$ cat src/rtl/regfile_write_bank.sv
// Write side of the 32-entry register file: one-hot write decode, register array
// with r0 tied to zero, and a sequential bulk-clear engine sweeping r1..r31.
module regfile_write_bank #(
    parameter int WIDTH = 32
) (
    input  logic                  clk,
    input  logic                  rst,
    input  logic                  wr_valid,
    output logic                  wr_ready,
    input  logic [4:0]            wr_addr,
    input  logic [WIDTH-1:0]      wr_data,
    input  logic                  clr_req,
    output logic                  busy,
    output logic                  clr_done,
    output logic [32*WIDTH-1:0]   q_flat
);

    typedef enum logic {
        IDLE,
        CLEAR
    } state_t;

    state_t           state;
    logic [4:0]       cnt;
    logic [WIDTH-1:0] regs [1:31];
    logic [31:1]      wr_en;
    logic [31:1]      clr_en;
    logic             accept;

    assign wr_ready = (state == IDLE);
    assign busy     = (state == CLEAR);
    assign accept   = wr_valid && wr_ready;

    // One-hot enables; writes and clears never overlap because writes need IDLE.
    always_comb begin
        wr_en  = '0;
        clr_en = '0;
        for (int k = 1; k < 32; k++) begin
            wr_en[k]  = accept && (wr_addr == 5'(k));
            clr_en[k] = busy && (cnt == 5'(k));
        end
    end

    always_ff @(posedge clk) begin
        if (rst) begin
            state    <= IDLE;
            cnt      <= 5'd0;
            clr_done <= 1'b0;
        end else begin
            clr_done <= 1'b0;
            case (state)
                IDLE: begin
                    if (clr_req) begin
                        state <= CLEAR;
                        cnt   <= 5'd1;
                    end
                end
                CLEAR: begin
                    if (cnt == 5'd31) begin
                        state    <= IDLE;
                        cnt      <= 5'd0;
                        clr_done <= 1'b1;
                    end else begin
                        cnt <= cnt + 5'd1;
                    end
                end
                default: begin
                    state <= IDLE;
                    cnt   <= 5'd0;
                end
            endcase
        end
    end

    always_ff @(posedge clk) begin
        if (rst) begin
            for (int k = 1; k < 32; k++) begin
                regs[k] <= '0;
            end
        end else begin
            for (int k = 1; k < 32; k++) begin
                if (clr_en[k]) begin
                    regs[k] <= '0;
                end else if (wr_en[k]) begin
                    regs[k] <= wr_data;
                end
            end
        end
    end

    assign q_flat[WIDTH-1:0] = '0;

    for (genvar k = 1; k < 32; k++) begin : g_flat
        assign q_flat[k*WIDTH +: WIDTH] = regs[k];
    end

endmodule

$ cat config.mk
export PLATFORM = sky130hd
export DESIGN_NAME = regfile_write_bank
export DESIGN_NICKNAME = d
export VERILOG_FILES = /design/src/rtl/regfile_write_bank.sv
export SDC_FILE = /design/constraint.sdc
export NUM_CORES = 1
export LEC_CHECK = 0
export ABC_CLOCK_PERIOD_IN_PS = 4100
export BUFFER_PORTS_ARGS = -buffer_cell sky130_fd_sc_hd__buf_2
export CAP_MARGIN = 20
export CORE_AREA = 8 8 407 409
export CTS_CLUSTER_SIZE = 28
export DETAILED_ROUTE_END_ITERATION = 12
export DIE_AREA = 0 0 415 417
export PLACE_DENSITY = 0.45
export SLEW_MARGIN = 20
export SYNTH_ARGS = -nofsm -noshare
export SYNTH_HDL_FRONTEND = slang
export SYNTH_SLANG_ARGS = --single-unit
$ cat constraint.sdc
create_clock -name clk -period 4.1 [get_ports clk]
set_input_delay 0 -clock clk [delete_from_list [all_inputs] [get_ports clk]]
set_output_delay 0 -clock clk [all_outputs]
set_load 0.05 [all_outputs]
==> run metrics <==
post-cts gate resize count=0; CTS H-tree depth=3; max-slew violation count=0; routed length per instance=approximately 31 microns; gpl congestion=0.784; Remaining DRCs=0; Layout area overhead=32.1%; fmax=0.332 GHz; period utilization=73.4%; Unique masters post-synth=36; total power=24.6 mW; Initial Utilization=22.4%; routed vias/inst=4.33; status=complete, no violations; Worst path slowest cell=o21ai_4; crit end category=flip-flop; Clock transition at path regs=roughly 0.070 ns; Detail Route Antenna Nets=0; Tightest Hold Check Type=input port to flip-flop; CP cell instances=or3b_1 > or2_4 > o21ai_4 > buf_4; slowest stage delay, CP=approximately 0.75 ns; I/O Pins=1068; first-pass GRT wire length=228000 microns; nets=between 3k and 4k; Internal Power=between 15 and 20 mW; filler cell count=between 15k and 20k; Max VDD drop=0.386 mV; largest area contributor in the netlist=edfxtp_1; CP Class=flip-flop to flip-flop; Seq/Total Area, Yosys=83.8%; Synth area leaders=edfxtp_1, nor2_1, nand2_1; worst path arrival time=around 3.4 ns; clock share of power=39.9%; top cell type's share of synthesized area=83.4%; die height=about 420 microns; leakage power total=18.0 nW; initial DRC count=2652; Final min period=3.01 ns; total global-route track usage=19.3%; Startpoint Class=flip-flop; die area=173000 sq um; yosys warns=0; Clock Skews=0.0495 ns; Clock Latency Late Sink=0.73 ns; CTS tree=done; Total Wirelength=176000 microns; top-count cell post-synth=nor2_1; RSZ-0062 raised after global routing=no; TritonRoute pass-1 iters=5; Final Hold Violating Endpoints=0; clk sinks=999; flops & latches, synth=999; Primary FF master, synth=edfxtp_1; CP required=roughly 4.5 ns; I/O Buffers=slightly above 1k; clock buffer depth=3; Vias=~25k; max-cap viol count=0; part of the power in registers=47.9%; Root Driver=clkbuf_16; core area=159000 sq um; ys async rst share=0%; vias in the first global route=23.9k; HPWL Detailed=124000 microns; Die Wd=415 microns; initial antenna violation count=29; mean area per synthesized cell=14.8 sq um; most frequent cells after synthesis=nor2_1, edfxtp_1, nand2_1; Post-synth EDFFs=between 900 and 1k; share of cells above drive strength 1=35.9%; power density over the cells=520 nW/um^2; post-CTS setup buffers=0; GRT overflow=0; Slew @ Worst Pin=1.16 ns; largest net degree at the start of global routing=110; Syn Inst Count=2415; Psw=7.11 mW; dpl cells=5447; Slew HR=between 20 and 25%; Finish-stage setup viols=0; TritonCTS Buffers=111; non-filler instance count after layout=5666; synthesized area=around 36000 sq um; Switching Share=approximately 29%; Comb power frac=between 10% and 20%; setup_tns=0 ns; final core occ=between 20% and 30%; Max FO, Critical Path=50; # rows=147
==> state kept, by name (all words and copies together) (netlist names) <==
register	flops
cnt	5
busy	1
clr_done	1
regs	992
==> power by group through the flow <==
| stage | registers (mW) | clock network [mW] | logic (mW) |
|---|---|---|---|
| 3_5_place_dp | 12.0 | 0 | 3.07 |
| 5_1_grt | 11.8 | 10.4 | 3.09 |
| 3_3_place_gp | 12.0 | 0 | 3.07 |
| 2_1_floorplan | 13.5 | 0 | 0.434 |
| 4_1_cts | 11.8 | 10.0 | 3.08 |
| 6_report | 11.8 | 9.78 | 3.00 |
==> path summary, 6_finish.rpt <==
kind / start / cells past startpoint / end / slack (ns)
setup / recovery: busy$_SDFF_PP0_ / 4 / regs[0][1014]$_SDFFCE_PN0P_ / 1.09
hold / removal: wr_data[2] / 3 / regs[0][66]$_SDFFCE_PN0P_ / 0.04
setup reg to reg: busy$_SDFF_PP0_ / 4 / regs[0][1014]$_SDFFCE_PN0P_ / 1.09
hold reg to reg: cnt[0]$_SDFFE_PP0P_ / 3 / cnt[0]$_SDFFE_PP0P_ / 0.66
==> cell families (layout without fill, tap and decap cells) <==
kind of cell,count (synthesis),after routing,synth area share [%]
buffers and inverters,172,1298,2.32
other,1,40,0.0105
AOI/OAI and AO/OA,61,61,1.06
and+or+nand+nor,1176,1176,12.6
DFF,999,999,83.8
adders and majority gates,6,6,0.210
==> timing repair <==
item                                    in CTS  in global routing
endpoints found under the setup margin       0                  0
hold endpoints to repair                    11                  0
hold buffers                                 5                  0
==> worst max-delay path, delay by kind of cell (launching register included) <==
family                 cells  cell delay [ns]
buffers and inverters      1             0.34
and+or+nand+nor            2             1.03
DFF                        1             0.54
AOI/OAI and AO/OA          1             0.75
==> area by class of cell <==
type	instances	area, sq um	share of cell area, %
diodes	8	20.0	0.0424
clock buffers	133	2900	6.15
clock inverters	73	626	1.32
inverters	4	15.0	0.0318
multi-input cells	1275	5460	11.6
flip-flops and latches	999	29900	63.4
well taps	2086	2610	5.53
repair buffers	1088	5670	12.0
==> metal layers <==
layer	global-route usage [%]	share of wire, %
met5	0	0
met4	6.36	3.6
met3	4.18	6.0
met2	34.0	51
met1	23.4	40
==> stage by stage <==
step | instance area (sq um) | hold WS (ns) | setup WS (ns)
after global routing | 47200 | 0.0339 | 0.915
after CTS | 47200 | 0.00173 | 1.06
after detailed placement | 43600 | 0.333 | 1.10
after global placement | 43600 | 0.348 | 1.14
final | 47200 | 0.0390 | 1.09
after floorplan | 35900 | 0.145 | -0.144
==> cell usage in the layout, fill, tap and decap left out, types with 3 or more instances in the layout <==
| cell type | count |
|---|---|
| nor3b_1 | 3 |
| dfxtp_1 | 7 |
| clkinv_2 | 21 |
| a221o_2 | 7 |
| buf_4 | 42 |
| o21ai_4 | 20 |
| edfxtp_1 | 992 |
| clkinv_16 | 4 |
| conb_1 | 32 |
| inv_6 | 3 |
| o31ai_4 | 3 |
| buf_2 | 1035 |
| nand3_1 | 3 |
| a21oi_1 | 17 |
| nand2b_1 | 3 |
| bufinv_16 | 6 |
| buf_12 | 6 |
| and3b_1 | 4 |
| clkinvlp_4 | 6 |
| nand2_4 | 6 |
| dlygate4sd3_1 | 5 |
| nor2b_1 | 4 |
| clkinv_1 | 29 |
| clkbuf_1 | 20 |
| inv_1 | 4 |
| clkbuf_16 | 113 |
| ha_1 | 6 |
| a31oi_1 | 8 |
| diode_2 | 8 |
| nor2_1 | 1004 |
| nand2_1 | 131 |
Power figures use the tool's default switching activity.
